--- src/rtl/psum_requantizer_if.sv ---
// psum_requantizer_if: AXI-Stream beat bundle (data, valid, ready, last) with master/slave views
interface psum_requantizer_if #(
  parameter int W = 32
);
  logic [W-1:0] tdata;
  logic         tvalid;
  logic         tready;
  logic         tlast;
  modport master(output tdata, tvalid, tlast, input tready);
  modport slave(input tdata, tvalid, tlast, output tready);
endinterface

--- src/rtl/psum_requantizer.sv ---
// psum_requantizer: round/shift a fixed-point partial sum, saturate to the output format, police frame length
module psum_requantizer #(
  parameter int DATA_WIDTH_PSUM      = 32,
  parameter int FRACTIONAL_BITS_PSUM = 28,
  parameter int DATA_WIDTH_OUT       = 16,
  parameter int FRACTIONAL_BITS_OUT  = 13,
  parameter int FRAME_LENGTH         = 5
) (
  input  logic                   clk,
  input  logic                   rst,
  psum_requantizer_if.slave      s_axis_psum,
  psum_requantizer_if.master     m_axis_res,
  output logic                   err_saturation,
  output logic                   err_frame_length
);
  localparam int SH = FRACTIONAL_BITS_PSUM - FRACTIONAL_BITS_OUT;
  localparam int CW = FRAME_LENGTH > 1 ? $clog2(FRAME_LENGTH) : 1;
  localparam logic signed [DATA_WIDTH_PSUM:0] ROUND   = (DATA_WIDTH_PSUM+1)'(2**(SH-1));
  localparam logic signed [DATA_WIDTH_PSUM:0] SAT_MAX = (DATA_WIDTH_PSUM+1)'(2**(DATA_WIDTH_OUT-1)-1);
  localparam logic signed [DATA_WIDTH_PSUM:0] SAT_MIN = ~SAT_MAX;
  logic                              s1_valid;
  logic                              s1_last;
  logic signed [DATA_WIDTH_PSUM:0]   s1_data;
  logic signed [DATA_WIDTH_PSUM:0]   rnd;
  logic [CW-1:0]                     cnt;
  logic                              s_fire;
  logic                              s1_adv;
  logic                              s2_adv;
  logic                              hi;
  logic                              lo;
  logic                              at_end;
  // one extra bit keeps the rounding add from overflowing at the top of the range
  always_comb begin
    s2_adv = !m_axis_res.tvalid || m_axis_res.tready;
    s1_adv = s1_valid && s2_adv;
    s_axis_psum.tready = !rst && (!s1_valid || s1_adv);
    s_fire = s_axis_psum.tvalid && s_axis_psum.tready;
    rnd = ($signed({s_axis_psum.tdata[DATA_WIDTH_PSUM-1], s_axis_psum.tdata}) + ROUND) >>> SH;
    hi = s1_data > SAT_MAX;
    lo = s1_data < SAT_MIN;
    at_end = cnt == CW'(FRAME_LENGTH-1);
  end
  always_ff @(posedge clk) begin
    if (rst) begin
      s1_valid <= 1'b0;
      s1_last <= 1'b0;
      s1_data <= '0;
      m_axis_res.tvalid <= 1'b0;
      m_axis_res.tlast <= 1'b0;
      m_axis_res.tdata <= '0;
      cnt <= '0;
      err_saturation <= 1'b0;
      err_frame_length <= 1'b0;
    end else begin
      if (s_axis_psum.tready) s1_valid <= s_axis_psum.tvalid;
      if (s_fire) begin
        s1_data <= rnd;
        s1_last <= s_axis_psum.tlast;
      end
      if (s2_adv) begin
        m_axis_res.tvalid <= s1_valid;
        if (s1_valid) begin
          m_axis_res.tdata <= hi ? SAT_MAX[DATA_WIDTH_OUT-1:0] : lo ? SAT_MIN[DATA_WIDTH_OUT-1:0] : s1_data[DATA_WIDTH_OUT-1:0];
          m_axis_res.tlast <= s1_last;
          err_saturation <= err_saturation | hi | lo;
        end
      end
      // early tlast and missing tlast both flag; the counter restarts either way
      err_frame_length <= s_fire && (s_axis_psum.tlast != at_end);
      if (s_fire) cnt <= (s_axis_psum.tlast || at_end) ? '0 : cnt + CW'(1);
    end
  end
endmodule

--- src/flat_wrapper.sv ---
// flat-port wrapper written by rule: the top's interface ports become plain ports
module psum_requantizer_flat 
#(
  parameter int DATA_WIDTH_PSUM      = 32,
  parameter int FRACTIONAL_BITS_PSUM = 28,
  parameter int DATA_WIDTH_OUT       = 16,
  parameter int FRACTIONAL_BITS_OUT  = 13,
  parameter int FRAME_LENGTH         = 5
)
  (clk, rst, err_saturation, err_frame_length, s_axis_psum_tdata, s_axis_psum_tvalid, s_axis_psum_tlast, s_axis_psum_tready, m_axis_res_tdata, m_axis_res_tvalid, m_axis_res_tlast, m_axis_res_tready);
  psum_requantizer_if #(.W(32)) s_axis_psum_i ();
  psum_requantizer_if #(.W(16)) m_axis_res_i ();
  input  logic clk;
  input  logic rst;
  output logic err_saturation;
  output logic err_frame_length;
  input wire logic [$bits(s_axis_psum_i.tdata)-1:0] s_axis_psum_tdata;
  input wire logic [$bits(s_axis_psum_i.tvalid)-1:0] s_axis_psum_tvalid;
  input wire logic [$bits(s_axis_psum_i.tlast)-1:0] s_axis_psum_tlast;
  output wire logic [$bits(s_axis_psum_i.tready)-1:0] s_axis_psum_tready;
  output wire logic [$bits(m_axis_res_i.tdata)-1:0] m_axis_res_tdata;
  output wire logic [$bits(m_axis_res_i.tvalid)-1:0] m_axis_res_tvalid;
  output wire logic [$bits(m_axis_res_i.tlast)-1:0] m_axis_res_tlast;
  input wire logic [$bits(m_axis_res_i.tready)-1:0] m_axis_res_tready;
  assign s_axis_psum_i.tdata = s_axis_psum_tdata;
  assign s_axis_psum_i.tvalid = s_axis_psum_tvalid;
  assign s_axis_psum_i.tlast = s_axis_psum_tlast;
  assign s_axis_psum_tready = s_axis_psum_i.tready;
  assign m_axis_res_tdata = m_axis_res_i.tdata;
  assign m_axis_res_tvalid = m_axis_res_i.tvalid;
  assign m_axis_res_tlast = m_axis_res_i.tlast;
  assign m_axis_res_i.tready = m_axis_res_tready;
  psum_requantizer #(.DATA_WIDTH_PSUM(DATA_WIDTH_PSUM), .FRACTIONAL_BITS_PSUM(FRACTIONAL_BITS_PSUM), .DATA_WIDTH_OUT(DATA_WIDTH_OUT), .FRACTIONAL_BITS_OUT(FRACTIONAL_BITS_OUT), .FRAME_LENGTH(FRAME_LENGTH)) u_core (.clk(clk), .rst(rst), .s_axis_psum(s_axis_psum_i), .m_axis_res(m_axis_res_i), .err_saturation(err_saturation), .err_frame_length(err_frame_length));
endmodule
--- config.mk ---
export PLATFORM = sky130hd
export DESIGN_NAME = psum_requantizer_flat
export DESIGN_NICKNAME = d
export VERILOG_FILES = /design/src/rtl/psum_requantizer_if.sv /design/src/rtl/psum_requantizer.sv /design/src/flat_wrapper.sv
export SDC_FILE = /design/constraint.sdc
export NUM_CORES = 1
export LEC_CHECK = 0
export BUFFER_PORTS_ARGS = -buffer_cell sky130_fd_sc_hd__buf_2
export CAP_MARGIN = 30
export CORE_UTILIZATION = 54
export CTS_CLUSTER_SIZE = 20
export DETAILED_ROUTE_END_ITERATION = 16
export PLACE_DENSITY = 0.8
export SYNTH_ARGS = -nofsm -noshare
export SYNTH_HDL_FRONTEND = slang
export SYNTH_SLANG_ARGS = --single-unit
--- constraint.sdc ---
create_clock -name clk -period 4.1 [get_ports clk]
set_clock_uncertainty 0.05 [all_clocks]
set_input_delay 0.82 -clock clk [delete_from_list [all_inputs] [get_ports clk]]
set_output_delay 0.82 -clock clk [all_outputs]
set_load 0.02 [all_outputs]
==> run_results.csv, run 1 <==
group,metric,value,unit
power,internal_power,0.6306,mW
die,die_y,61.70,microns
worst_setup_path,worstReg2RegStart,"u_core.m_axis_res.tvalid",
power,p_sw_frac,0.2556,
synthesis,seq_area_frac_synth,0.4473,
place,dp.final_hpwl,2.628,mm
worst_setup_path,rrSetupSlack,2010,ps
power,powerDensity,378.5,nW/um^2
drt,dr.pass1.iters,4,
place,place_inst,306,
final_layout,fin_cells,314,
sta,relSlewSlack,0.3299,
drt,wire_per_inst,11.74,microns
final_layout,area_growth,16.32,%
die,die_w,61.70,microns
worst_setup_path,critPathArrivalTime,1610,ps
worst_setup_path,cp_max_fo,45,
final_layout,final_cell_mix,"buf_2, dfxtp_1, o21ai_0, nand2_1, a21oi_1",
worst_setup_path,cp-start-kind,"primary input",
sta,setup-tns-final,0,ps
clocking,post_cts_buffers,0,
synthesis,synth_top_flop_cell,"dfxtp_1",
power,clkPwrFrac,0.326,
worst_setup_path,max_stage_delay,530,ps
sta,rsz0062_at_grt,"false",
clocking,clock_latency,350,ps
drt,first_iter_violations,106,
synthesis,avgSynthCellArea,8.403,sq um
drt,num_vias,1677,
worst_setup_path,critPathTopFamily,"buffers and inverters",
worst_setup_path,critPathBufInv,2,
synthesis,ys_ff_latch,43,
power,peakVddDrop,0.2594,mV
die,dieArea,3806,sq um
final_layout,layout_commonest_cell,"buf_2",
clocking,postCtsHoldBufs,0,
final_layout,multi_input_area,987.2,sq um
drt,wl,3.686,mm
hold_path,holdPathStages,2,
synthesis,synth_edf_count,0,
sta,maxSlewViolCount,0,
clocking,htreeDepth,2,
final_layout,antenna_cells,0,
clocking,cts_resized,0,
power,p_seq_frac,0.540,
outcome,outcome,"completed",
final_layout,n_fill_cell,321,
die,start_util,0.5722,
drt,vias_per_cell,5.341,
sta,worstMarginPinSlew,999.1,ps
drt,postRouteAntennaNets,0,
power,p_leak,0.8762,nW
worst_setup_path,ff2ff_path_depth,4,
sta,fmax,403.3,MHz
synthesis,yosys_warnings,0,
global_routing,grt_pass1_wl,5.947,mm
power,comb_power_share,0.134,
die,coreArea,3363,sq um
sta,period_share,0.6048,
worst_setup_path,endpoint_kind,"output pin",
sta,finalWorstSetupSlack,1620,ps
synthesis,syn_inst,229,
clocking,cts_made_buffers,5,
drt,drc,0,
clocking,path_clk_slew,120,ps
sta,period_needed,2480,ps
clocking,clock_path_buffers,2,
worst_setup_path,crit_path_frequent_cell,"buf_2",
power,p_sw,0.2166,mW
synthesis,synth_cell_types,33,
hold_path,worstHoldStart,"u_core.m_axis_res.tdata[7]",
clocking,clock_sinks,43,
synthesis,netlist_area,1924,sq um
final_layout,nNetsFinal,308,
run,cap_viol_max_count,0,
worst_setup_path,setup.worst_path.start,"rst",
clocking,cts_root_buffer,"clkbuf_4",
sta,setup_viol,0,
sta,hold_viol_final,0,
final_layout,drive_gt1_frac,0.2015,
synthesis,async_flop_share,0,
worst_setup_path,crit_required,3230,ps
worst_setup_path,crit_type,"primary input to output pin",
die,ios,58,
place,place_congestion,0.7241,
worst_setup_path,path_cells,"buf_2, a21oi_1, buf_2",
place,numPortBuffers,43,
global_routing,first_global_vias,1334,
die,fp-row-count,21,
synthesis,syn_nets,270,
clocking,tritoncts,"yes",
hold_path,hold_class,"flip-flop to flip-flop",
worst_setup_path,critical_path.slowest_cell,"buf_2",
global_routing,grt_max_degree,46,
place,pre_cts_ws,1403,ps
global_routing,grt_usage,0.2182,
global_routing,gr-total-overflow,0,
final_layout,regArea,860.8,sq um
hold_path,holdPathEnd,"u_core.m_axis_res.tdata[7]",
worst_setup_path,r2r-end,"u_core.cnt[2]",
global_routing,antenna_found_initial,0,
kinds of logic after synthesis:
family,synth area share
and+or+nand+nor,0.2438
AOI/OAI and AO/OA,0.1645
DFF,0.4473
buffers and inverters,0.03966
xor gates and xnor gates,0.06827
adders and majority gates,0.02601
muxes,0.01040
worst min-delay path: cells and delay by family, from the launching register on:
family	cells	cell delay, ps
compound gates	1	50
flops	1	330
simple gates	1	50
sequential cells by signal (all words and copies together), names as in the netlist:
signal,cells
u_core.err_frame_length,1
u_core.s1_valid,1
u_core.m_axis_res.tvalid,1
u_core.s1_last,1
u_core.cnt,3
u_core.err_saturation,1
u_core.s1_data,18
u_core.m_axis_res.tlast,1
u_core.m_axis_res.tdata,16
cell usage after synthesis (7+ instances only):
cell type	count	area share
dfxtp_1	43	0.45
nand2_1	26	0.051
o21ai_0	33	0.086
nand3_1	7	0.018
inv_1	7	0.014
xnor2_1	11	0.050
a21oi_1	21	0.055
nand3b_1	17	0.066
clkbuf_1	11	0.021
nor2_1	12	0.023
worst max-delay path by stage:
stage | depth (start not counted) | slack, ps | to
finish | 3 | 1620 | s_axis_psum_tready
global route | 4 | 1530 | s_axis_psum_tready
CTS | 3 | 1610 | s_axis_psum_tready
detailed placement | 4 | 1400 | u_core.cnt[2]
global placement | 4 | 1410 | u_core.cnt[2]
floorplan | 3 | 1700 | s_axis_psum_tready
per-stage QoR:
stage	util	area, sq um	hold slack (ps)	power (mW)
after floorplan	-	1924	396.6	0.5386
after global placement	0.6384	2147	385.9	0.5768
after detailed placement	0.6399	2152	390.7	0.5804
after CTS	0.6656	2238	408.1	0.8508
after global routing	0.6656	2238	424.2	0.8913
final	0.6656	2238	403.6	0.8472
power groups by stage:
| stage | clock (mW) | combinational (mW) | sequential [mW] |
|---|---|---|---|
| floorplan | 0 | 0.0614 | 0.477 |
| global placement | 0 | 0.110 | 0.466 |
| detailed placement | 0 | 0.113 | 0.467 |
| CTS | 0.280 | 0.114 | 0.458 |
| global route | 0.301 | 0.129 | 0.462 |
| finish | 0.276 | 0.113 | 0.458 |
routing by layer:
metal  vias to the layer above  routed length, microns  GRT usage
li1                        881                       -          -
met1                       754                    1781     0.2979
met2                        36                    1699     0.3318
met3                         6                     147    0.05590
met4                         0                      57    0.08571
met5                         -                       0          0
final cells by class:
type                            count  share of cell area
Inverter                            7             0.01174
Timing Repair Buffer               44             0.09838
Clock buffer                        6             0.02292
Clock inverter                      2             0.01565
Multi-Input combinational cell    166              0.4410
Tap cell                           46             0.02571
Sequential cell                    43              0.3846
Power figures use the tool's default switching activity.
==> inputs of run 2 (changes only) <==
Settings changed: CORE_UTILIZATION 54 to 46, PLACE_DENSITY 0.8 to 0.72.
Clock period 4.1 ns to 2.15 ns, I/O delays scaled along.
==> run 2 against run 1 <==
Final cell count increased by 3.2%. Utilization down 9.4 points. Worst hold slack got worse by 92 ps. Non-clock buffer count up 6.
==> run_results.csv, run 2 (same netlist as run 1, synthesis figures left out) <==
group,metric,value,unit
final_layout,drive_gt1_frac,0.2117,
sta,period_needed,1776,ps
power,powerDensity,687.8,nW/um^2
worst_setup_path,max_stage_delay,400,ps
power,clkPwrFrac,0.304,
final_layout,n_fill_cell,388,
clocking,htreeDepth,2,
final_layout,regArea,860.8,sq um
clocking,clock_latency,290,ps
clocking,path_clk_slew,70,ps
power,p_sw_frac,0.2617,
die,die_y,66.68,microns
clocking,tritoncts,"yes",
worst_setup_path,path_depth,3,
final_layout,antenna_cells,0,
clocking,cts_made_buffers,5,
sta,hold_viol_final,0,
final_layout,multi_input_area,987.2,sq um
drt,drc,0,
hold_path,holdPathStages,3,
sta,setup-tns-final,0,ps
worst_setup_path,path_cells,"nor2b_1, a21oi_1, buf_2",
power,p_leak,0.8976,nW
global_routing,first_global_vias,1361,
worst_setup_path,critical_path.slowest_cell,"nor2b_1",
power,p_seq_frac,0.554,
worst_setup_path,crit_type,"flip-flop to output pin",
die,coreArea,4000,sq um
clocking,cts_root_buffer,"clkbuf_8",
place,numPortBuffers,43,
final_layout,utilization,0.5715,
final_layout,largest-register,"u_core.s1_data",
sta,holdWs,311.5,ps
power,internal_power,1.161,mW
sta,fmax,563.2,MHz
worst_setup_path,critPathTopFamily,"simple AND/OR/NAND/NOR gates",
worst_setup_path,cp_max_fo,8,
worst_setup_path,endpoint_kind,"output pin",
final_layout,top_regs,"u_core.s1_data x18, u_core.m_axis_res.tdata x16, u_core.cnt x3",
clocking,clock_sinks,43,
sta,setup_viol,0,
global_routing,grt_pass1_wl,6.065,mm
global_routing,gr-total-overflow,0,
final_layout,final_cell_mix,"buf_2, dfxtp_1, o21ai_0, nand2_1, a21oi_1",
global_routing,grt_usage,0.1808,
sta,relSlewSlack,0.5527,
worst_setup_path,cp-start-kind,"flip-flop",
power,p_sw,0.4115,mW
die,start_util,0.4811,
drt,postRouteAntennaNets,0,
sta,worstMarginPinSlew,668.5,ps
clocking,cts_resized,0,
run,cap_viol_max_count,0,
drt,wl,3.706,mm
place,dp.final_hpwl,2.697,mm
sta,period_share,0.8258,
die,fp-row-count,23,
worst_setup_path,ff2ff_path_depth,5,
drt,num_vias,1656,
die,die_w,66.68,microns
clocking,clock_path_buffers,2,
sta,maxSlewViolCount,0,
power,comb_power_share,0.142,
final_layout,nNetsFinal,314,
worst_setup_path,crit_required,1670,ps
drt,wire_per_inst,11.44,microns
power,peakVddDrop,0.3499,mV
die,dieArea,4446,sq um
global_routing,antenna_found_initial,0,
global_routing,grt_max_degree,33,
sta,rsz0062_at_grt,"false",
clocking,postCtsHoldBufs,0,
worst_setup_path,critPathArrivalTime,1300,ps
drt,first_iter_violations,91,
drt,dr.pass1.iters,4,
final_layout,area_growth,18.79,%
final_layout,largest_reg_flops,18,
clocking,post_cts_buffers,0,
place,place_congestion,0.7272,
hold_path,hold_class,"primary input to flip-flop",
power,total_power,1.572,mW
worst_setup_path,critPathBufInv,1,
drt,vias_per_cell,5.111,
outcome,outcome,"completed",
die,ios,58,
==> run 2: stage by stage <==
stage | cell area [sq um] | setup slack, ps | cells
after detailed placement | 2205 | 249.7 | 316
after global routing | 2286 | 212.1 | 324
after global placement | 2205 | 268.9 | 316
after CTS | 2286 | 352.9 | 324
final | 2286 | 374.5 | 324
after floorplan | 1924 | 471.1 | 229
==> run 2: worst reg2reg max path, cell delays in order, from the launching register on <==
cell     delay, ps
dfxtp_1        320
nor2b_1        400
a211o_1        300
buf_4          310
nand2_1         90
a21oi_1        130
==> run 2: final timing paths <==
kind                          startpoint                           to  slack, ps
max reg2reg     u_core.m_axis_res.tvalid           u_core.s1_data[17]        490
min reg2reg  u_core.m_axis_res.tdata[11]  u_core.m_axis_res.tdata[11]        400
max             u_core.m_axis_res.tvalid           s_axis_psum_tready        370
min                   s_axis_psum_tvalid              u_core.s1_valid        310
==> run 2: cell type report <==
class | instances | area share
Clock inverter | 1 | 0.002189
Tap cell | 50 | 0.02737
Timing Repair Buffer | 50 | 0.1171
Multi-Input combinational cell | 166 | 0.4319
Clock buffer | 7 | 0.03339
Sequential cell | 43 | 0.3766
Inverter | 7 | 0.01149
==> run 2: metal layers <==
layer	share of wire	vias up	GRT usage
met5	0	-	0
met4	0.019	0	0.07979
met3	0.041	6	0.04623
met2	0.42	32	0.2563
met1	0.52	727	0.2539
li1	-	891	-
==> run 2: power by group through the flow <==
stage                     registers [mW]  clock network [mW]  logic [mW]
after floorplan                    0.910                   0       0.117
final                              0.872               0.478       0.223
after global placement             0.890                   0       0.220
after CTS                          0.871               0.495       0.224
after global routing               0.878               0.524       0.250
after detailed placement           0.890                   0       0.223
==> inputs of run 3 (changes only) <==
Settings changed: CORE_UTILIZATION 46 to 50, PLACE_DENSITY 0.72 to 0.75.
Clock period 2.15 ns to 1.8 ns, I/O delays scaled along.
==> run 3 against run 2 <==
Die area decreased by 7.8%. Non-clock buffer count rose by 10. First-iteration DRC count up 51%. Combinational power increased by 30%. Wire length grew 1.8%. Worst hold slack worse by 63 ps. Setup slack worse by 180 ps.
==> run_results.csv, run 3 (same netlist as run 1, synthesis figures left out) <==
group,metric,value,unit
outcome,outcome,"completed",
power,p_leak,0.9684,nW
die,dieArea,4100,sq um
hold_path,holdPathStages,3,
sta,rsz0062_at_grt,"false",
global_routing,grt_max_degree,33,
clocking,postCtsHoldBufs,0,
drt,num_vias,1696,
clocking,clock_sinks,43,
clocking,clock_path_buffers,2,
clocking,post_cts_buffers,0,
final_layout,top_regs,"u_core.s1_data x18, u_core.m_axis_res.tdata x16, u_core.cnt x3",
place,dp.final_hpwl,2.748,mm
place,pre_cts_ws,65.23,ps
die,fp-row-count,22,
final_layout,n_fill_cell,332,
worst_setup_path,endpoint_kind,"output pin",
drt,dr.pass1.iters,4,
clocking,htreeDepth,2,
global_routing,antenna_found_initial,0,
final_layout,nNetsFinal,324,
final_layout,multi_input_area,987.2,sq um
worst_setup_path,max_stage_delay,320,ps
drt,wl,3.772,mm
worst_setup_path,cp-start-kind,"flip-flop",
drt,postRouteAntennaNets,0,
die,start_util,0.5217,
sta,fmax,624.3,MHz
die,coreArea,3689,sq um
final_layout,fin_cells,332,
die,ios,58,
clocking,cts_root_buffer,"clkbuf_8",
final_layout,area_growth,24.71,%
drt,first_iter_violations,137,
global_routing,first_global_vias,1481,
final_layout,drive_gt1_frac,0.2465,
sta,period_share,0.8898,
clocking,clock_latency,290,ps
drt,wire_per_inst,11.36,microns
power,powerDensity,860.8,nW/um^2
global_routing,gr-total-overflow,0,
final_layout,largest_reg_flops,18,
global_routing,grt_pass1_wl,6.354,mm
final_layout,largest-register,"u_core.s1_data",
sta,period_needed,1602,ps
sta,hold_viol_final,0,
worst_setup_path,path_depth,4,
clocking,cts_made_buffers,5,
sta,maxSlewViolCount,0,
sta,setup-tns-final,0,ps
clocking,cts_resized,0,
sta,worstMarginPinSlew,345.0,ps
die,die_w,64.04,microns
worst_setup_path,critPathTopFamily,"buffers and inverters",
worst_setup_path,critical_path.slowest_cell,"dfxtp_1",
hold_path,hold_class,"primary input to flip-flop",
place,place_inst,324,
worst_setup_path,crit_required,1390,ps
worst_setup_path,crit_type,"flip-flop to output pin",
global_routing,grt_usage,0.1997,
sta,finalWorstSetupSlack,198.3,ps
place,numPortBuffers,43,
die,die_y,64.04,microns
run,cap_viol_max_count,0,
final_layout,layout_commonest_cell,"buf_2",
final_layout,utilization,0.6506,
sta,holdWs,248.3,ps
sta,setup_viol,0,
clocking,path_clk_slew,80,ps
final_layout,regArea,860.8,sq um
final_layout,stdcell_area,2400,sq um
final_layout,antenna_cells,0,
sta,relSlewSlack,0.7686,
drt,drc,0,
place,place_congestion,0.7462,
place,postPlaceCellArea,2287,sq um
final_layout,final_cell_mix,"buf_2, dfxtp_1, o21ai_0, nand2_1, a21oi_1",
worst_setup_path,path_cells,"nor2b_1, buf_4, a21oi_1, buf_2",
power,peakVddDrop,0.6038,mV
worst_setup_path,critPathBufInv,2,
power,total_power,2.066,mW
worst_setup_path,critPathArrivalTime,1190,ps
worst_setup_path,ff2ff_path_depth,6,
clocking,tritoncts,"yes",
worst_setup_path,cp_max_fo,7,
drt,vias_per_cell,5.108,
[run 3: power breakdown]
part           internal, mW  switching (mW)  total [mW]
combinational         0.123           0.167       0.290
sequential             1.01          0.0286        1.04
clock                 0.413           0.325       0.738
[run 3: routing by layer]
metal | share of wire | GRT usage
met1 | 0.50 | 0.2721
met2 | 0.45 | 0.3112
met3 | 0.042 | 0.05357
met4 | 0.0085 | 0.05114
met5 | 0 | 0
[run 3: layout make-up]
type / count / area share
Inverter: 7 / 0.01095
Timing Repair Buffer: 60 / 0.1470
Multi-Input combinational cell: 166 / 0.4114
Clock buffer: 5 / 0.02868
Clock inverter: 3 / 0.01825
Sequential cell: 43 / 0.3587
Tap cell: 48 / 0.02503
[run 3: final timing paths]
| kind | slack, ps | startpoint | endpoint |
|---|---|---|---|
| worst max-delay path | 200 | u_core.m_axis_res.tvalid | s_axis_psum_tready |
| worst min-delay path | 250 | s_axis_psum_tvalid | u_core.s1_valid |
| worst max register to register | 260 | u_core.m_axis_res.tvalid | u_core.s1_data[11] |
| worst min register to register | 400 | u_core.m_axis_res.tdata[6] | u_core.m_axis_res.tdata[6] |
[run 3: tightest hold or removal path, delay by kind of cell]
| family | cells | cell delay, ps |
|---|---|---|
| AOI/OAI and AO/OA | 1 | 30 |
| and+or+nand+nor | 1 | 70 |
| buffers and inverters | 1 | 90 |
